==> config.mk <==
export PLATFORM = sky130hd
export DESIGN_NAME = xor_frame_parity
export DESIGN_NICKNAME = d
export VERILOG_FILES = /design/src/rtl/xor_frame_parity_pkg.sv /design/src/rtl/xor_frame_parity_xor_reduce.sv /design/src/rtl/xor_frame_parity.sv
export SDC_FILE = /design/constraint.sdc
export NUM_CORES = 1
export LEC_CHECK = 0
export ABC_AREA = 1
export CELL_PAD_IN_SITES_DETAIL_PLACEMENT = 1
export CELL_PAD_IN_SITES_GLOBAL_PLACEMENT = 1
export CORE_UTILIZATION = 36
export DETAILED_ROUTE_END_ITERATION = 8
export PLACE_DENSITY_LB_ADDON = 0.08
export RECOVER_POWER = 100
export SLEW_MARGIN = 15
export SYNTH_ARGS = -nofsm -noshare
export SYNTH_HDL_FRONTEND = slang
export SYNTH_SLANG_ARGS = --single-unit
==> constraint.sdc <==
create_clock -name clk -period 3.26 [get_ports clk]
set_input_delay 0.652 -clock clk [delete_from_list [all_inputs] [get_ports clk]]
set_output_delay 0.652 -clock clk [all_outputs]
set_load 0.02 [all_outputs]
==> src/rtl/xor_frame_parity_pkg.sv <==
// xor_frame_parity_pkg: shared FSM state encodings and parity default for xor_frame_parity
package xor_frame_parity_pkg;

    typedef enum logic [1:0] {
        IDLE  = 2'd0,
        ACCUM = 2'd1,
        HOLD  = 2'd2
    } state_t;

    localparam int ODD_PARITY_DEFAULT = 0;

endpackage

==> src/rtl/xor_frame_parity_xor_reduce.sv <==
// xor_reduce: combinational WIDTH-bit XOR reduction with optional inversion (generalised nested-XOR mux)
module xor_reduce #(
    parameter int WIDTH = 8
) (
    input  logic [WIDTH-1:0] vec,
    input  logic             inv,
    output logic             par
);

    assign par = (^vec) ^ inv;

endmodule

==> src/rtl/xor_frame_parity.sv <==
// xor_frame_parity: per-frame column XOR, parity and beat count; optional parity check via XOR_FRAME_PARITY_CHECK_EN
module xor_frame_parity
    import xor_frame_parity_pkg::*;
#(
    parameter int WIDTH      = 8,
    parameter int CNT_W      = 8,
    parameter int ODD_PARITY = ODD_PARITY_DEFAULT
) (
    input  logic             clk,
    input  logic             rst,
    input  logic             in_valid,
    output logic             in_ready,
    input  logic [WIDTH-1:0] in_data,
    input  logic             in_last,
    output logic             out_valid,
    input  logic             out_ready,
    output logic [WIDTH-1:0] out_col_xor,
    output logic             out_parity,
    output logic [CNT_W-1:0] out_count
`ifdef XOR_FRAME_PARITY_CHECK_EN
    ,
    input  logic             in_parity,
    output logic             out_err
`endif
);

    state_t           state;
    logic [WIDTH-1:0] acc;
    logic [WIDTH-1:0] next_acc;
    logic [CNT_W-1:0] count;
    logic [CNT_W-1:0] next_count;
    logic             accept;

    assign in_ready    = state != HOLD;
    assign out_valid   = state == HOLD;
    assign accept      = in_valid & in_ready;
    assign out_col_xor = acc;
    assign out_count   = count;

    // Next accumulator/count for an accepted word; the first beat restarts the frame
    always_comb begin
        next_acc   = state == IDLE ? in_data : acc ^ in_data;
        next_count = state == IDLE ? CNT_W'(1) : (&count ? count : count + CNT_W'(1));
    end

    xor_reduce #(.WIDTH(WIDTH)) u_out_par (
        .vec (acc),
        .inv (1'(ODD_PARITY)),
        .par (out_parity)
    );

`ifdef XOR_FRAME_PARITY_CHECK_EN
    logic next_par;

    xor_reduce #(.WIDTH(WIDTH)) u_next_par (
        .vec (next_acc),
        .inv (1'(ODD_PARITY)),
        .par (next_par)
    );

    // Error flag captured with the last word, cleared when the result is consumed
    always_ff @(posedge clk) begin
        if (rst)
            out_err <= 1'b0;
        else if (accept && in_last)
            out_err <= in_parity != next_par;
        else if (out_valid && out_ready)
            out_err <= 1'b0;
    end
`endif

    // Frame FSM: accumulate accepted words, hold the result until the consumer takes it
    always_ff @(posedge clk) begin
        if (rst) begin
            state <= IDLE;
            acc   <= '0;
            count <= '0;
        end else if (accept) begin
            acc   <= next_acc;
            count <= next_count;
            state <= in_last ? HOLD : ACCUM;
        end else if (out_valid && out_ready) begin
            state <= IDLE;
        end
    end

endmodule

# ---- Word level (Yosys, flattened, before mapping)
# Cells that the tools add are included.
dict set report totals {
  register_bits 18
  in_bits 13
  wordCells 21
}
dict set report op_classes {
  addsub 1
  eq_ne 3
  muxes 6
  bitwise 2
  n_reduce_logical 6
}
# cell count
set ops {}
lappend ops {{$mux 8} 3}
lappend ops {{$add 8x1->8 const B} 1}
lappend ops {{$reduce_and 8->1} 1}
lappend ops {{$reduce_xor 8->1} 1}
lappend ops {{$xor 8x8->8} 1}
lappend ops {{$mux 2} 3}
lappend ops {{$ne 2x2->1 const B} 2}
lappend ops {{$eq 2x2->1 const B} 1}
lappend ops {{$logic_not 2->1} 1}
lappend ops {{$reduce_and 2->1} 1}
lappend ops {{$reduce_bool 2->1} 1}
lappend ops {{$and 1x1->1} 1}
lappend ops {{$logic_and 1x1->1} 1}

# ---- Longest topological paths before layout
dict set report depth {
  ltp_word 4
  depth_mapped 9
}

# ---- By module
# Synthesis repeated with hierarchy kept, for this count alone.
dict set report unflattened {
  cells_unflattened 183
  hier_area_um2 1247.4
}
# mod instances cells_per_inst area_each_um2
set by_module_without_submodules {}
lappend by_module_without_submodules {xor_frame_parity 1 145 1083.5}
lappend by_module_without_submodules {xor_reduce 1 38 163.9}

# ---- Worst setup path before layout
# Ideal clock, no wire load.
dict set report synth_timing {
  path_kind {register to output}
  startpoint {reg acc[4], in the netlist out_col_xor[4]}
  endpoint {out out_parity}
  arrival_ps 1074
  required_time_ps 2608
  slack_ps 1534
  path_stages_with_launch 5
  n_path_buf 0
  cell_sequence {dfxtp_1 -> xor2_1 -> xor2_1 -> nand2_1 -> nand2_1}
}
dict set report synth_via {
  elab_chain_cells 1
}
# item line
set synth_rtl {}
lappend synth_rtl {{start, declared} xor_frame_parity.sv:28} ;# logic [WIDTH-1:0] acc;
lappend synth_rtl {{start signal, assigned} xor_frame_parity.sv:79} ;# acc <= next_acc;
lappend synth_rtl {{$reduce_xor 8->1} xor_frame_parity_xor_reduce.sv:10} ;# assign par = (^vec) ^ inv;
lappend synth_rtl {{end, declared} xor_frame_parity.sv:18} ;# output logic out_parity,
# No other way between the ends.

# ---- Worst setup path in the final report
dict set report layout_timing {
  startpoint {reg acc[0], in the netlist out_col_xor[0]}
  endpoint {out out_parity}
}
# Same word-level chain as after synthesis.

==> summary.txt <==
Global routing
  • Total gr overflow: 0
  • Global-route wire length before repair: 5500 um
  • Total GRT Usage: 0.203
  • Largest net degree at the start of global routing: 21
  • Initial antenna violation count: 0
  • Vias in the first global route: 1183

Placement
  • PortBufs: 31
  • HPWL Detailed: 2560 um
  • Dpl cells: 246
  • Pre-CTS setup slack: 1.07 ns
  • Routability Congestion: 0.751

Final layout
  • Final Util: 0.502
  • Nets@finish: 221
  • Synth-to-layout area growth: 27.5%
  • Most common cell after layout, fill and taps aside: nand2_1
  • Layout cells sized above 1: 0.107
  • Finished Layout Cells: 250
  • Commonest cells after routing, fill and taps aside: nand2_1, inv_1, nor2_1
  • Antenna diodes: 0

Power and ir drop
  • Peak supply drop: 203 uV
  • Leak Pwr: 0.683 nW
  • Pwr Density: 348 mW/mm^2
  • Tot Pwr: 0.000550 W

Timing
  • Final worst slack: 0.657 ns
  • Fmax: 384 MHz
  • Slew @ Worst Pin: 0.885 ns
  • RSZ-0062 raised after global routing: false
  • Final setup fails: 0
  • Pins Over Slew Limit: 0
  • Worst Skew: 0.000582 ns
  • Setup TNS: 0 ns
  • Period Utilization, post-route: 0.799
  • Post-route minimum period: 2.60 ns
  • Final count of hold timing violations: 0
  • Slew margin rel.: 0.408

Worst setup path
  • CP startpoint: out_col_xor[0]
  • Critical path class: flop to primary output
  • Crit. End Element: primary output
  • Arrival @ worst endpoint: 1.95 ns
  • CP required: 2.61 ns
  • Worst r2r src: state[0]
  • Crit-path max FO: 3
  • CP Launch Type: flop

Clocking
  • Postcts setup bufs: 0
  • Worst-Skew Late Latency: 0.29 ns
  • H-tree lvl count: 1
  • TritonCTS clock tree: built
  • Clk sinks: 18
  • Longest Clk Path Bufs: 2
  • Worst-path clk slew: 0.11 ns
  • CTS resizes: 0
  • Root Buffer: clkbuf_4
  • Number of buffers created by CTS: 3
  • Post-CTS Hold Fix Bufs: 0

Detailed routing
  • Post-route ant nets: 0
  • Routed vias: 1199
  • WL/cell: 12.7 um
  • DRC violations left: 0
  • DRT iter0 DRCs: 48
  • WL final: 3190 um
  • DR pass1 iterations: 4
  • Avg Vias per Cell: 4.80

Floorplan
  • DIE WIDTH: 60.7 um
  • Core Region: 0.00315 mm^2
  • Standard-cell rows: 20
  • Num ports: 32
  • Die height: 60.7 um
  • Initial Utilization: 0.393
  • DIE AREA: 0.00368 mm^2

Yosys
  • Post-Syn Instances: 175
  • Syn_nets: 189
  • Warnings from Yosys: 0
  • Seq/Total Area, Yosys: 0.291
  • Post-Syn Area: 0.00124 mm^2
  • Number of different library cells in the post-synthesis netlist: 30
  • Mean post-synth cell area: 7.09 um^2
  • #FFs+latches synth: 18

Flow run
  • Maxcap violations: 0

Run status
  • Status: finished clean

Hold path
  • Min-delay worst type: flop to flop
  • Worst hold start: out_count[4]
-- layout make-up --
cell class | instances | area [um^2]
repair buffers | 31 | 310
inverters | 38 | 145
fillers | 432 | 1570
clock buffers | 4 | 36.3
well taps | 44 | 55.1
flip-flops and latches | 18 | 360
multi-input cells | 115 | 674
-- where the power goes --
part,internal (W),leakage [nW],switching (W)
Clock,0.0000680,0.0210,0.0000762
Sequential,0.000231,0.147,0.0000113
Combinational,0.0000666,0.515,0.0000971
Total,0.000365,0.683,0.000185
-- cell families after synthesis --
group / Yosys count / synth area share
simple gates: 90 / 0.407
buf+inv: 42 / 0.157
flops: 18 / 0.291
compound gates: 16 / 0.0787
xor+xnor: 8 / 0.0565
fa+ha+maj: 1 / 0.0101
-- state kept, by name (all words and copies together), names as in the netlist --
register     cells
state            2
out_count        8
out_col_xor      8
-- through the flow --
stage               area [um^2]  hold slack, ns
global placement           1560           0.477
detailed placement         1560           0.487
global route               1580           0.525
floorplan                  1240           0.480
finish                     1580           0.498
CTS                        1590           0.506
-- worst paths after layout --
kind	slack (ns)	endpoint	cells past startpoint
worst max-delay path	0.66	out_parity	5
worst min-delay path	0.50	out_count[4]	2
worst max register to register	1.16	out_count[5]	9
worst min register to register	0.50	out_count[4]	2
-- synth_stat cells --
cell type	instances	area share
a211oi_2	1	0.010
a21oi_1	4	0.016
buf_12	1	0.016
buf_6	1	0.0091
buf_8	1	0.012
clkbuf_1	1	0.0030
dfxtp_1	18	0.29
ha_1	1	0.010
inv_1	34	0.10
inv_2	3	0.0091
inv_4	1	0.0050
nand2_1	38	0.12
nand2_2	3	0.015
nand2_4	1	0.0091
nand3_1	9	0.036
nand3_4	1	0.014
nand3b_1	1	0.0061
nand4_1	2	0.010
nor2_1	22	0.067
nor2_2	2	0.010
nor2_4	1	0.0091
nor2_8	1	0.016
nor3_1	1	0.0040
nor4_2	6	0.061
nor4_4	2	0.034
o21ai_0	1	0.0040
o21ai_1	2	0.0081
o22ai_1	8	0.040
xnor2_1	5	0.035
xor2_1	3	0.021
-- per-layer routing --
metal,global-route usage,up-vias,part of all wire
met4,0.0487,0,0.0072
met3,0.0277,4,0.026
met1,0.259,558,0.46
li1,-,610,-
met5,0,-,0
met2,0.359,27,0.50
-- worst max-delay path: stages, from the launching register on --
cell and delay (ns):
dfxtp_1 0.36, xnor2_1 0.29, xor2_1 0.22, nand2_1 0.07, nand2_1 0.05, dlygate4sd3_1 0.66
Note: power is estimated with default switching activity, not from simulation.
